`config.mk`:
```
export PLATFORM = sky130hd
export DESIGN_NAME = mc_exec_unit_flat
export DESIGN_NICKNAME = d
export VERILOG_FILES = /design/src/rtl/mc_exec_unit_if.sv /design/src/rtl/mc_exec_unit.sv /design/src/flat_wrapper.sv
export SDC_FILE = /design/constraint.sdc
export NUM_CORES = 1
export LEC_CHECK = 0
export ABC_AREA = 1
export BUFFER_PORTS_ARGS = -buffer_cell sky130_fd_sc_hd__buf_2
export CORE_MARGIN = 5
export CORE_UTILIZATION = 45
export CTS_CLUSTER_SIZE = 10
export DETAILED_ROUTE_END_ITERATION = 12
export GPL_TIMING_DRIVEN = 0
export PLACE_DENSITY = 0.67
export RECOVER_POWER = 25
export SYNTH_ARGS = -nofsm -noshare
export SYNTH_HDL_FRONTEND = slang
export SYNTH_SLANG_ARGS = --single-unit
export TNS_END_PERCENT = 5
```
`constraint.sdc`:
```
create_clock -name clk -period 2.6 [get_ports clk]
set_input_delay 0.13 -clock clk [delete_from_list [all_inputs] [get_ports clk]]
set_output_delay 0.13 -clock clk [all_outputs]
set_load 0.03 [all_outputs]
```
`src/rtl/mc_exec_unit_if.sv`:
```
// rtl/mc_exec_unit_if.sv - request/result bundle between a requester and mc_exec_unit
interface mc_exec_unit_if #(
  parameter int WIDTH = 32
);
  logic             start;
  logic             flush;
  logic [2:0]       op;
  logic [WIDTH-1:0] a;
  logic [WIDTH-1:0] b;
  logic             busy;
  logic             done;
  logic [WIDTH-1:0] result;
  logic [3:0]       flags;

  modport master (
    output start, flush, op, a, b,
    input  busy, done, result, flags
  );

  modport slave (
    input  start, flush, op, a, b,
    output busy, done, result, flags
  );
endinterface

```
`src/rtl/mc_exec_unit.sv`:
```
// rtl/mc_exec_unit.sv - single-cycle ALU plus iterative shift-add multiplier
module mc_exec_unit #(
  parameter int WIDTH  = 32,
  parameter bit MUL_EN = 1'b1
) (
  input  logic          clk,
  input  logic          reset,
  mc_exec_unit_if.slave bus
);
  localparam int CW = $clog2(WIDTH);
  localparam logic [CW-1:0] LAST = CW'(WIDTH - 1);

  localparam logic [2:0] OP_ADD  = 3'b000;
  localparam logic [2:0] OP_SUB  = 3'b001;
  localparam logic [2:0] OP_AND  = 3'b010;
  localparam logic [2:0] OP_ORR  = 3'b011;
  localparam logic [2:0] OP_MUL  = 3'b100;
  localparam logic [2:0] OP_MULH = 3'b101;

  typedef enum logic {S_IDLE, S_MUL} state_t;

  state_t             state, state_d;
  logic [2*WIDTH-1:0] acc, acc_d;
  logic [2*WIDTH-1:0] mcand, mcand_d;
  logic [WIDTH-1:0]   mplr, mplr_d;
  logic [CW-1:0]      cnt, cnt_d;
  logic               mulh, mulh_d;
  logic               done, done_d;
  logic [WIDTH-1:0]   result, result_d;
  logic [3:0]         flags, flags_d;
  logic               busy_c;

  logic [WIDTH:0]     sum, diff;
  logic [WIDTH-1:0]   alu_res;
  logic               alu_c, alu_v;
  logic               is_mul;
  logic [2*WIDTH-1:0] acc_step;
  logic [WIDTH-1:0]   mul_res;

  function automatic logic [3:0] mk_flags(input logic [WIDTH-1:0] r, input logic c, input logic v);
    return {r[WIDTH-1], (r == '0), c, v};
  endfunction

  // Single-cycle ALU; SUB carry is the inverted borrow of a + ~b + 1
  always_comb begin
    sum     = {1'b0, bus.a} + {1'b0, bus.b};
    diff    = {1'b0, bus.a} + {1'b0, ~bus.b} + (WIDTH+1)'(1);
    alu_res = '0;
    alu_c   = 1'b0;
    alu_v   = 1'b0;
    case (bus.op)
      OP_ADD: begin
        alu_res = sum[WIDTH-1:0];
        alu_c   = sum[WIDTH];
        alu_v   = (bus.a[WIDTH-1] == bus.b[WIDTH-1]) && (sum[WIDTH-1] != bus.a[WIDTH-1]);
      end
      OP_SUB: begin
        alu_res = diff[WIDTH-1:0];
        alu_c   = diff[WIDTH];
        alu_v   = (bus.a[WIDTH-1] != bus.b[WIDTH-1]) && (diff[WIDTH-1] != bus.a[WIDTH-1]);
      end
      OP_AND:  alu_res = bus.a & bus.b;
      OP_ORR:  alu_res = bus.a | bus.b;
      default: alu_res = '0;
    endcase
    is_mul = MUL_EN && ((bus.op == OP_MUL) || (bus.op == OP_MULH));
  end

  assign acc_step = acc + (mplr[0] ? mcand : '0);

  always_comb begin
    state_d  = state;
    acc_d    = acc;
    mcand_d  = mcand;
    mplr_d   = mplr;
    cnt_d    = cnt;
    mulh_d   = mulh;
    result_d = result;
    flags_d  = flags;
    done_d   = 1'b0;
    busy_c   = 1'b0;
    mul_res  = mulh ? acc_step[2*WIDTH-1:WIDTH] : acc_step[WIDTH-1:0];
    case (state)
      S_IDLE: begin
        if (bus.start) begin
          if (is_mul) begin
            acc_d   = '0;
            mcand_d = {{WIDTH{1'b0}}, bus.a};
            mplr_d  = bus.b;
            mulh_d  = bus.op[0];
            cnt_d   = '0;
            state_d = S_MUL;
          end else begin
            result_d = alu_res;
            flags_d  = mk_flags(alu_res, alu_c, alu_v);
            done_d   = 1'b1;
          end
        end
      end
      S_MUL: begin
        // busy drops in the final iteration so it never overlaps done
        busy_c = (cnt != LAST);
        if (bus.flush) begin
          state_d = S_IDLE;
        end else begin
          acc_d   = acc_step;
          mcand_d = mcand << 1;
          mplr_d  = mplr >> 1;
          cnt_d   = cnt + CW'(1);
          if (cnt == LAST) begin
            state_d  = S_IDLE;
            result_d = mul_res;
            flags_d  = mk_flags(mul_res, 1'b0, 1'b0);
            done_d   = 1'b1;
          end
        end
      end
      default: state_d = S_IDLE;
    endcase
  end

  always_ff @(posedge clk or negedge reset) begin
    if (!reset) begin
      state  <= S_IDLE;
      acc    <= '0;
      mcand  <= '0;
      mplr   <= '0;
      cnt    <= '0;
      mulh   <= 1'b0;
      done   <= 1'b0;
      result <= '0;
      flags  <= 4'b0000;
    end else begin
      state  <= state_d;
      acc    <= acc_d;
      mcand  <= mcand_d;
      mplr   <= mplr_d;
      cnt    <= cnt_d;
      mulh   <= mulh_d;
      done   <= done_d;
      result <= result_d;
      flags  <= flags_d;
    end
  end

  assign bus.busy   = busy_c;
  assign bus.done   = done;
  assign bus.result = result;
  assign bus.flags  = flags;
endmodule

```
`src/flat_wrapper.sv`:
```
// flat-port wrapper written by rule: the top's interface ports become plain ports
module mc_exec_unit_flat 
#(
  parameter int WIDTH  = 32,
  parameter bit MUL_EN = 1'b1
)
  (clk, reset, bus_start, bus_flush, bus_op, bus_a, bus_b, bus_busy, bus_done, bus_result, bus_flags);
  mc_exec_unit_if #(.WIDTH(WIDTH)) bus_i ();
  input  logic clk;
  input  logic reset;
  input wire logic [$bits(bus_i.start)-1:0] bus_start;
  input wire logic [$bits(bus_i.flush)-1:0] bus_flush;
  input wire logic [$bits(bus_i.op)-1:0] bus_op;
  input wire logic [$bits(bus_i.a)-1:0] bus_a;
  input wire logic [$bits(bus_i.b)-1:0] bus_b;
  output wire logic [$bits(bus_i.busy)-1:0] bus_busy;
  output wire logic [$bits(bus_i.done)-1:0] bus_done;
  output wire logic [$bits(bus_i.result)-1:0] bus_result;
  output wire logic [$bits(bus_i.flags)-1:0] bus_flags;
  assign bus_i.start = bus_start;
  assign bus_i.flush = bus_flush;
  assign bus_i.op = bus_op;
  assign bus_i.a = bus_a;
  assign bus_i.b = bus_b;
  assign bus_busy = bus_i.busy;
  assign bus_done = bus_i.done;
  assign bus_result = bus_i.result;
  assign bus_flags = bus_i.flags;
  mc_exec_unit #(.WIDTH(WIDTH), .MUL_EN(MUL_EN)) u_core (.clk(clk), .reset(reset), .bus(bus_i));
endmodule
```
# Word level (Yosys, flattened, before mapping)
# Index checks and enable logic that the tools add are counted.
[totals] in_bits=71 wordCells=85 out_inout_bits=38 register_bits=204
[op_classes] n_reduce_logical=9 bitwise_logic=4 n_addsub=5 mux=42 eq_ne=16
[op_table] operator="$mux 64" n=7
[op_table] operator="$mux 32" n=8
[op_table] operator="$pmux 64 s2" n=2
[op_table] operator="$pmux 32 s2" n=2
[op_table] operator="$pmux 32 s4" n=1
[op_table] operator="$add 32x32->33" n=2
[op_table] operator="$add 64x64->64" n=1
[op_table] operator="$logic_not 32->1" n=2
[op_table] operator="$add 33x1->33 const B" n=1
[op_table] operator="$and 32x32->32" n=1
[op_table] operator="$not 32->32" n=1
[op_table] operator="$or 32x32->32" n=1
[op_table] operator="$mux 4" n=4
[op_table] operator="$mux 5" n=3
[op_table] operator="$pmux 5 s2" n=1
[op_table] operator="$mux 1" n=9
[op_table] operator="$ne 2x2->1 const B" n=4
[op_table] operator="$pmux 1 s2" n=4
[op_table] operator="$pmux 4 s2" n=1
[op_table] operator="$eq 3x2->1 const B" n=2
[op_table] operator="$eq 3x3->1 const B" n=2
[op_table] operator="$reduce_and 3->1" n=2
[op_table] operator="$add 5x1->5 const B" n=1
[op_table] operator="$eq 5x5->1 const B" n=1
[op_table] operator="10 further kinds" n=13

# Logic depth before layout (Yosys ltp)
# Gate-level depths: netlist of the first run.
[depth] ltp_word=9 ltp_mapped=26 depth_no_buf=25

# Worst setup path after synthesis of the first run
# OpenSTA, ideal clock, no wires.
[synth_timing] path_kind="register to register" start="register u_core.mplr[0]" end="register u_core.flags[2], in the netlist u_core.bus.flags[2]" setup_ps=77 path_stages_with_launch=26 slack_ps=-108 period_less_slack_ps=2708 path_buffers=1 t_required_ps=2523 t_arrival_ps=2631 cell_sequence="dfrtp_1 clkbuf_1 nand2_1 inv_1 ha_1 inv_1 fa_1 inv_1 nand3_1 nand2_2 nand2_1 nand2_1 nand2_1 nand2_1 nand2_1 nand2_2 nand2_1 nand2_1 nand2_1 nand3_1 nand2_1 nor2_1 nand3_1 nor2_1 nand2_1 a21oi_1"
[synth_via] elab_chain_len=7
[synth_rtl] element="from (decl)" line_no="mc_exec_unit.sv:25" text="logic [WIDTH-1:0] mplr, mplr_d;"
[synth_rtl] element="from (signal assigned)" line_no="mc_exec_unit.sv:137" text="mplr <= mplr_d;"
[synth_rtl] element="$mux 64" line_no="mc_exec_unit.sv:69" text="assign acc_step = acc + (mplr[0] ? mcand : '0);"
[synth_rtl] element="$add 64x64->64" line_no="mc_exec_unit.sv:69"
[synth_rtl] element="$mux 32" line_no="mc_exec_unit.sv:82" text="mul_res = mulh ? acc_step[2*WIDTH-1:WIDTH] : acc_step[WIDTH-1:0];"
[synth_rtl] element="$logic_not 32->1" line_no="mc_exec_unit.sv:41" text="return {r[WIDTH-1], (r == '0), c, v};"
[synth_rtl] element="$mux 4" line_no="mc_exec_unit.sv:110" text="if (cnt == LAST) begin"
[synth_rtl] element="$mux 4" line_no="mc_exec_unit.sv:103" text="if (bus.flush) begin"
[synth_rtl] element="$pmux 4 s2" line_no="mc_exec_unit.sv:83" text="case (state)"
[synth_rtl] element="to (signal assigned)" line_no="mc_exec_unit.sv:142" text="flags <= flags_d;"
[synth_rtl] element="to (decl)" line_no="mc_exec_unit.sv:30" text="logic [3:0] flags, flags_d;"
# Every way passes these cells. The select of a mux whose other input is x is not followed.
# A chain may end at the register's enable or synchronous reset.

# Worst setup path in the final report of the first run
# Same ends and word-level chain as after synthesis.

==> results.py, run 1 <==
metrics = {
    "clock_tree": {
        "clk_latency_ns": 0.61,
        "clk_pin_slew_ns": 0.06,
        "cts_root_buf": "clkbuf_16",
        "cts_tree": "built",
        "cts_made_buffers": 27,
        "cts.sinks": 203,
        "cts.path.max_buffers": 3,
        "htree_levels": 1,
    },
    "final_layout": {
        "most-common-layout-cells": "nand2_1 (1318), inv_1 (708), nor2_1 (278)",
        "area_growth_pct": 21.6,
        "final_core_util_pct": 55.5,
        "final_common_cell": "nand2_1",
        "nFillCells": 4781,
        "layout-drive-gt1-share_pct": 13.6,
        "nets": 4156,
    },
    "floorplanning": {
        "die_w_um": 228,
        "die_h_um": 228,
        "rows": 79,
        "design.die.area_mm2": 0.0518,
        "core_area_mm2": 0.0467,
        "io_pins": 109,
        "initial_core_util_pct": 45.7,
    },
    "sta": {
        "setup_viol": 54,
        "grt_setup_unrepaired": "true",
        "fmax_mhz": 304,
        "final_max_slew_viol_count": 0,
        "worstMarginPinSlew_ns": 1.40,
        "fin_crit_ns": 3.29,
        "fin_worst_skew_ns": 0.0371,
        "hold_viol": 0,
        "setup_tns_ns": -9.64,
        "period_share_pct": 126,
        "layout_setup_ws_ns": -0.686,
        "max_slew_margin_pct": 6.77,
    },
    "logic_synthesis": {
        "synthArstFlopShare_pct": 100,
        "synth_area_mm2": 0.0213,
        "synth-seq-cells": 203,
        "synth-main-ff-cell": "dfrtp_1",
        "yosys_warnings": 0,
        "synth_area_per_cell_um2": 5.77,
        "synth-edff-count": 0,
        "synthesis.nets": 3927,
        "syn_inst": 3692,
        "synth.distinct_cells": 42,
        "seq_area_frac_synth_pct": 23.9,
    },
    "setup_path": {
        "critPathMaxFanout": 10,
        "crit_chain": "clkbuf_16 > clkbuf_8 > nand2_1 > inv_1 > ha_4 > nand2_1 > nor2_2 > nand2_1 > nor2_1 > nand2_1 > nand3b_1 > buf_4 > nand2_1 > nand3_1 > nand3_2 > nand2_2 > nand2_1 > nor2_2 > nand3_1 > nor2_1 > nand2_1 > a21oi_1",
        "path_class": "flip-flop to flip-flop",
        "cp.arrival_ns": 3.78,
        "worstPathBufferInverterCount": 4,
        "end_kind": "flip-flop",
        "start_kind": "flip-flop",
        "critPathSlowestCell": "dfrtp_1",
        "critPathMaxStageDelay_ns": 0.40,
        "cp_top_family": "simple AND/OR/NAND/NOR gates",
        "cp_common_cell": "nand2_1",
        "crit_required_ns": 3.10,
    },
    "global_routing": {
        "grt_antenna_before_repair": 1,
        "overflow": 0,
        "grt_pass1_vias": 23100,
        "grt_usage_pct": 33.0,
        "grt_max_degree": 114,
        "grt_pass1_wl_um": 132000,
    },
    "power": {
        "p_per_area_mw_per_mm2": 662,
        "ir_worst_vdd_mv": 0.600,
        "leakage_nw": 14.6,
    },
    "run": {
        "maxCapViolations": 0,
    },
    "outcome": {
        "violations": "negative setup slack",
        "status": "finished with violations",
    },
    "detailed_routing": {
        "vias": 24100,
        "wl_um": 87400,
        "route.detailed.drc": 0,
        "ant_nets": 0,
        "drt_iter0_markers": 2380,
        "first_pass_iters": 6,
        "viasPerCell": 5.32,
        "wl_per_cell_um": 19.2,
    },
    "placed_design": {
        "place_ws_ns": -1.58,
        "portBuffers": 108,
        "hpwl_um": 70500,
        "gp_congestion": 1.02,
    },
    "hold_path": {
        "hold_path.class": "primary input to flip-flop",
    },
}
kinds of logic after synthesis:
logic type / synth area share [%]
buffers and inverters: 14.8
xor gates and xnor gates: 1.36
and+or+nand+nor: 39.6
DFF: 23.9
adders and majority gates: 9.74
AOI/OAI and AO/OA: 10.7
tightest hold or removal path: cells and delay by family:
kind	cells	cell delay (ns)
AND/OR/NAND/NOR	2	0.17
AO/OA/AOI/OAI	1	0.15
buffers and inverters	1	0.17
state kept, by name, summed over array words and instances (netlist names):
| signal | count |
|---|---|
| u_core.acc | 64 |
| u_core.mplr | 32 |
| u_core.cnt | 5 |
| u_core.mcand | 64 |
| u_core.mulh | 1 |
| u_core.bus.flags | 4 |
| u_core.bus.done | 1 |
| u_core.state | 1 |
| u_core.bus.result | 31 |
layout make-up:
cell class	instances	area (µm²)	share of cell area, %
Buffer	97	526	2.03
Timing Repair Buffer	200	1420	5.48
Clock buffer	34	732	2.83
Clock inverter	7	108	0.415
Inverter	726	2730	10.5
Antenna cell	2	5.00	0.0193
Multi-Input combinational cell	2666	14600	56.2
Sequential cell	203	5080	19.6
Tap cell	607	759	2.93
per-stage QoR:
step | cells | hold slack (ns) | cell area, µm² | total power [mW]
CTS | 4529 | 0.0176 | 25300 | 16.3
detailed placement | 4408 | 0.209 | 22600 | 11.4
global route | 4540 | 0.107 | 25900 | 18.1
global placement | 4407 | 0.377 | 22600 | 11.4
finish | 4542 | 0.0606 | 25900 | 17.1
floorplan | 3692 | -0.166 | 21300 | 8.97
final timing paths:
| kind | startpoint | end | slack [ns] | depth (start not counted) |
|---|---|---|---|---|
| worst max-delay path | u_core.mplr[0]$_DFFE_PN0P_ | u_core.bus.flags[2]$_DFFE_PN0P_ | -0.69 | 22 |
| worst min-delay path | bus_op[1] | u_core.mcand[3]$_DFFE_PN0P_ | 0.06 | 4 |
| worst max register to register | u_core.mplr[0]$_DFFE_PN0P_ | u_core.bus.flags[2]$_DFFE_PN0P_ | -0.69 | 22 |
| worst min register to register | u_core.acc[57]$_DFFE_PN0P_ | u_core.acc[57]$_DFFE_PN0P_ | 0.49 | 1 |
| max in group asynchronous | reset | u_core.acc[36]$_DFFE_PN0P_ | 0.81 | 3 |
| min in group asynchronous | reset | u_core.mplr[3]$_DFFE_PN0P_ | 0.46 | 2 |
synth_stat cells, types with 5 or more instances:
cell,instances,area (µm²)
inv_1,718,2700
a32o_1,6,60.1
nand3_1,222,1110
nand3_2,6,60.1
o221ai_1,16,140
a21oi_1,137,686
nand4_1,20,125
buf_4,7,52.6
nor3_1,18,90.1
a21o_1,5,37.5
buf_2,22,110
nor2_2,21,131
xnor2_1,23,201
ha_1,161,2010
a22oi_1,35,263
o211ai_1,9,67.6
nand2_1,1409,5290
nor2_1,334,1250
inv_2,6,22.5
nand3b_1,9,67.6
clkbuf_1,49,184
buf_1,16,60.1
a31oi_1,32,200
dfrtp_1,203,5080
o21bai_1,10,75.1
a22o_1,6,52.6
o22ai_1,33,206
nand2_2,7,43.8
o21ai_0,91,455
xor2_1,10,87.6
and2_1,28,175
what timing repair did:
action | CTS | global route
resized for setup | 238 | 161
pin swaps | 17 | 17
hold endpoints to repair | 156 | 0
endpoints found under the setup margin | 202 | 122
gates cloned | 0 | 0
hold buffers | 67 | 0
setup buffers | 13 | 11
power breakdown:
| part | internal, mW | switching (mW) | total, mW |
|---|---|---|---|
| Clock | 2.17 | 1.54 | 3.71 |
| Combinational | 3.19 | 5.61 | 8.79 |
| Sequential | 3.91 | 0.738 | 4.65 |
| Total | 9.26 | 7.88 | 17.1 |
per-layer routing:
| metal | up-vias | part of all wire [%] | global-route usage (%) |
|---|---|---|---|
| met1 | 11200 | 41 | 41.4 |
| met4 | 2 | 6.9 | 17.9 |
| li1 | 11800 | - | - |
| met3 | 256 | 6.1 | 3.86 |
| met5 | - | 0.013 | 0 |
| met2 | 927 | 46 | 55.4 |
Note: power is estimated with default switching activity, not from simulation.
==> run 2, diff against run 1 <==
--- a/config.mk
+++ b/config.mk
@@ -7,12 +7,12 @@
 export LEC_CHECK = 0
 export ABC_AREA = 1
 export BUFFER_PORTS_ARGS = -buffer_cell sky130_fd_sc_hd__buf_2
+export CORE_ASPECT_RATIO = 0.9
 export CORE_MARGIN = 5
 export CORE_UTILIZATION = 45
 export CTS_CLUSTER_SIZE = 10
 export DETAILED_ROUTE_END_ITERATION = 12
 export GPL_TIMING_DRIVEN = 0
-export PLACE_DENSITY = 0.67
 export RECOVER_POWER = 25
 export SYNTH_ARGS = -nofsm -noshare
 export SYNTH_HDL_FRONTEND = slang
==> run 2 against run 1 <==
The flow still finishes with violations (negative setup slack). Die area is essentially flat. Core utilization grew 2.9 points. Largest power group unchanged. First-iteration DRC count grew 16%. Largest cell class unchanged. Critical path depth is the same. Flip-flop and latch count is the same.
==> results.py, run 2 (synthesis gave the netlist of run 1 again) <==
metrics = {
    "placed_design": {
        "hpwl_um": 72200,
        "dp_cells": 4417,
        "portBuffers": 108,
        "gp_congestion": 1.04,
    },
    "hold_path": {
        "hold_start": "bus_a[1]",
        "hold_path.class": "primary input to flip-flop",
    },
    "setup_path": {
        "cp.depth": 22,
        "start_kind": "flip-flop",
        "end_kind": "flip-flop",
        "critPathSlowestCell": "dfrtp_2",
        "cp_top_family": "simple AND/OR/NAND/NOR gates",
        "cp_common_cell": "nand2_1",
        "crit_required_ns": 3.08,
        "rr_endpoint": "u_core.bus.flags[2]$_DFFE_PN0P_",
        "reg2reg_depth": 22,
        "worstPathBufferInverterCount": 5,
        "path_class": "flip-flop to flip-flop",
        "crit_end": "u_core.bus.flags[2]$_DFFE_PN0P_",
        "critPathMaxFanout": 10,
        "cp.arrival_ns": 3.85,
        "rrSetupSlack_ns": -0.76,
        "critPathLaunch": "u_core.mplr[0]$_DFFE_PN0P_",
        "crit_chain": "buf_12 > clkbuf_16 > buf_6 > nand2_1 > inv_1 > ha_4 > nand2_4 > nor2_2 > inv_1 > nor3_1 > nand2_2 > nand2_4 > nand2_1 > nand3_1 > nand3_2 > nand2_2 > nand2_1 > nor2_2 > nand2_2 > nor2_1 > nand2_1 > a21oi_2",
        "critPathMaxStageDelay_ns": 0.41,
        "reg2reg_from": "u_core.mplr[0]$_DFFE_PN0P_",
    },
    "outcome": {
        "violations": "negative setup slack",
        "status": "finished with violations",
    },
    "sta": {
        "layout_setup_ws_ns": -0.762,
        "hold_viol": 0,
        "fin_hold_ws_ns": 0.0467,
        "fin_crit_ns": 3.36,
        "setup_viol": 78,
        "final_max_slew_viol_count": 0,
        "setup_tns_ns": -15.57,
        "fin_worst_skew_ns": 0.0289,
        "period_share_pct": 129,
        "worstMarginPinSlew_ns": 1.42,
        "max_slew_margin_pct": 5.06,
        "grt_setup_unrepaired": "true",
        "fmax_mhz": 297,
    },
    "final_layout": {
        "final_core_util_pct": 58.5,
        "area_growth_pct": 28.3,
        "final_common_cell": "nand2_1",
        "fin_cells": 4588,
        "nFillCells": 4805,
        "most-common-layout-cells": "nand2_1 (1211), inv_1 (692), nor2_1 (259)",
        "nets": 4194,
        "layout-drive-gt1-share_pct": 19.3,
        "top_regs": "u_core.acc (64), u_core.mcand (64), u_core.mplr (32)",
    },
    "detailed_routing": {
        "first_pass_iters": 6,
        "vias": 24300,
        "viasPerCell": 5.30,
        "wl_um": 90700,
        "drt_iter0_markers": 2749,
        "wl_per_cell_um": 19.8,
        "route.detailed.drc": 0,
        "ant_nets": 0,
    },
    "clock_tree": {
        "cts_root_buf": "clkbuf_16",
        "cts_tree": "built",
        "clk_pin_slew_ns": 0.06,
        "cts.path.max_buffers": 3,
        "cts_made_buffers": 27,
        "cts.sinks": 203,
        "htree_levels": 1,
        "clk_latency_ns": 0.58,
    },
    "floorplanning": {
        "core_area_mm2": 0.0467,
        "design.die.area_mm2": 0.0518,
        "die_h_um": 216,
        "die_w_um": 239,
        "io_pins": 109,
        "initial_core_util_pct": 45.6,
        "rows": 75,
    },
    "global_routing": {
        "grt_pass1_wl_um": 135000,
        "grt_pass1_vias": 22100,
        "grt_usage_pct": 33.9,
        "grt_max_degree": 111,
        "overflow": 0,
        "grt_antenna_before_repair": 1,
    },
    "run": {
        "maxCapViolations": 0,
    },
    "power": {
        "leakage_nw": 15.2,
        "p_per_area_mw_per_mm2": 659,
        "ir_worst_vdd_mv": 0.581,
    },
}
-- run 2: changes by cell type in the layout (fill, tap and decap cells not counted), moves of 12 or more --
cell / change
nand2_1: -107
nand2_2: +79
buf_4: +30
nand2_4: +28
nand3_1: -27
nand3_2: +26
nor2_4: +25
nor2_1: -19
inv_1: -16
inv_2: +14
ha_4: +13
a21oi_1: -12
-- run 2: layout make-up --
class	instances	area (µm²)	area share (%)
clock buffers	35	756	2.77
repair buffers	238	1790	6.57
diodes	1	2.50	0.00916
flip-flops and latches	203	5080	18.6
inverters	726	2730	10.0
plain buffers	97	542	1.98
well taps	616	771	2.82
multi-input cells	2666	15600	56.9
clock inverters	6	85.1	0.311
-- run 2: layer usage --
metal	wire, µm	share of wire, %	track usage (%)
met1	43400	48	53.5
met5	29	0.032	0
met3	11500	13	10.4
met4	2500	2.8	8.01
met2	33300	37	44.4
-- run 2: worst min-delay path by stage --
| stage | endpoint | slack, ns | cells past startpoint |
|---|---|---|---|
| CTS | u_core.mcand[1]$_DFFE_PN0P_ | 0.03 | 3 |
| detailed placement | u_core.mplr[2]$_DFFE_PN0P_ | 0.22 | 1 |
| floorplan | u_core.acc[0]$_DFFE_PN0P_ | -0.17 | 0 |
| global route | u_core.mcand[1]$_DFFE_PN0P_ | 0.09 | 3 |
| global placement | u_core.state$_DFF_PN0_ | 0.34 | 2 |
| finish | u_core.mcand[1]$_DFFE_PN0P_ | 0.05 | 3 |
-- run 2: where the power goes --
part	leakage [nW]	switching, mW	internal (mW)
sequential	2.63	0.739	3.91
combinational	12.2	5.91	3.70
clock	0.409	1.52	2.20
-- run 2: stage by stage --
| step | power (mW) | area (µm²) | setup WS (ns) |
|---|---|---|---|
| finish | 18.0 | 27300 | -0.762 |
| global route | 19.0 | 27300 | -0.852 |
| CTS | 17.0 | 26400 | -0.689 |
| detailed placement | 11.2 | 22700 | -1.84 |
| global placement | 11.2 | 22600 | -2.39 |
| floorplan | 8.97 | 21300 | 0.00445 |
-- run 2: timing repair --
| action | 4_1_cts | 5_1_grt |
|---|---|---|
| setup buffers | 39 | 22 |
| setup endpoints to repair | 201 | 95 |
| hold buffers | 66 | 0 |
| pin swaps | 79 | 68 |
| resized for setup | 452 | 213 |
| cloned | 1 | 1 |
| hold endpoints to repair | 158 | 0 |
-- run 2: worst register-to-register path: stages, from the launching register on --
cell       delay (ns)
dfrtp_2          0.41
buf_12           0.15
clkbuf_16        0.19
buf_6            0.15
nand2_1          0.08
inv_1            0.08
ha_4             0.32
nand2_4          0.09
nor2_2           0.15
inv_1            0.10
nor3_1           0.23
nand2_2          0.10
nand2_4          0.13
nand2_1          0.09
nand3_1          0.10
nand3_2          0.16
nand2_2          0.12
nand2_1          0.08
nor2_2           0.12
nand2_2          0.11
nor2_1           0.12
nand2_1          0.08
a21oi_2          0.12
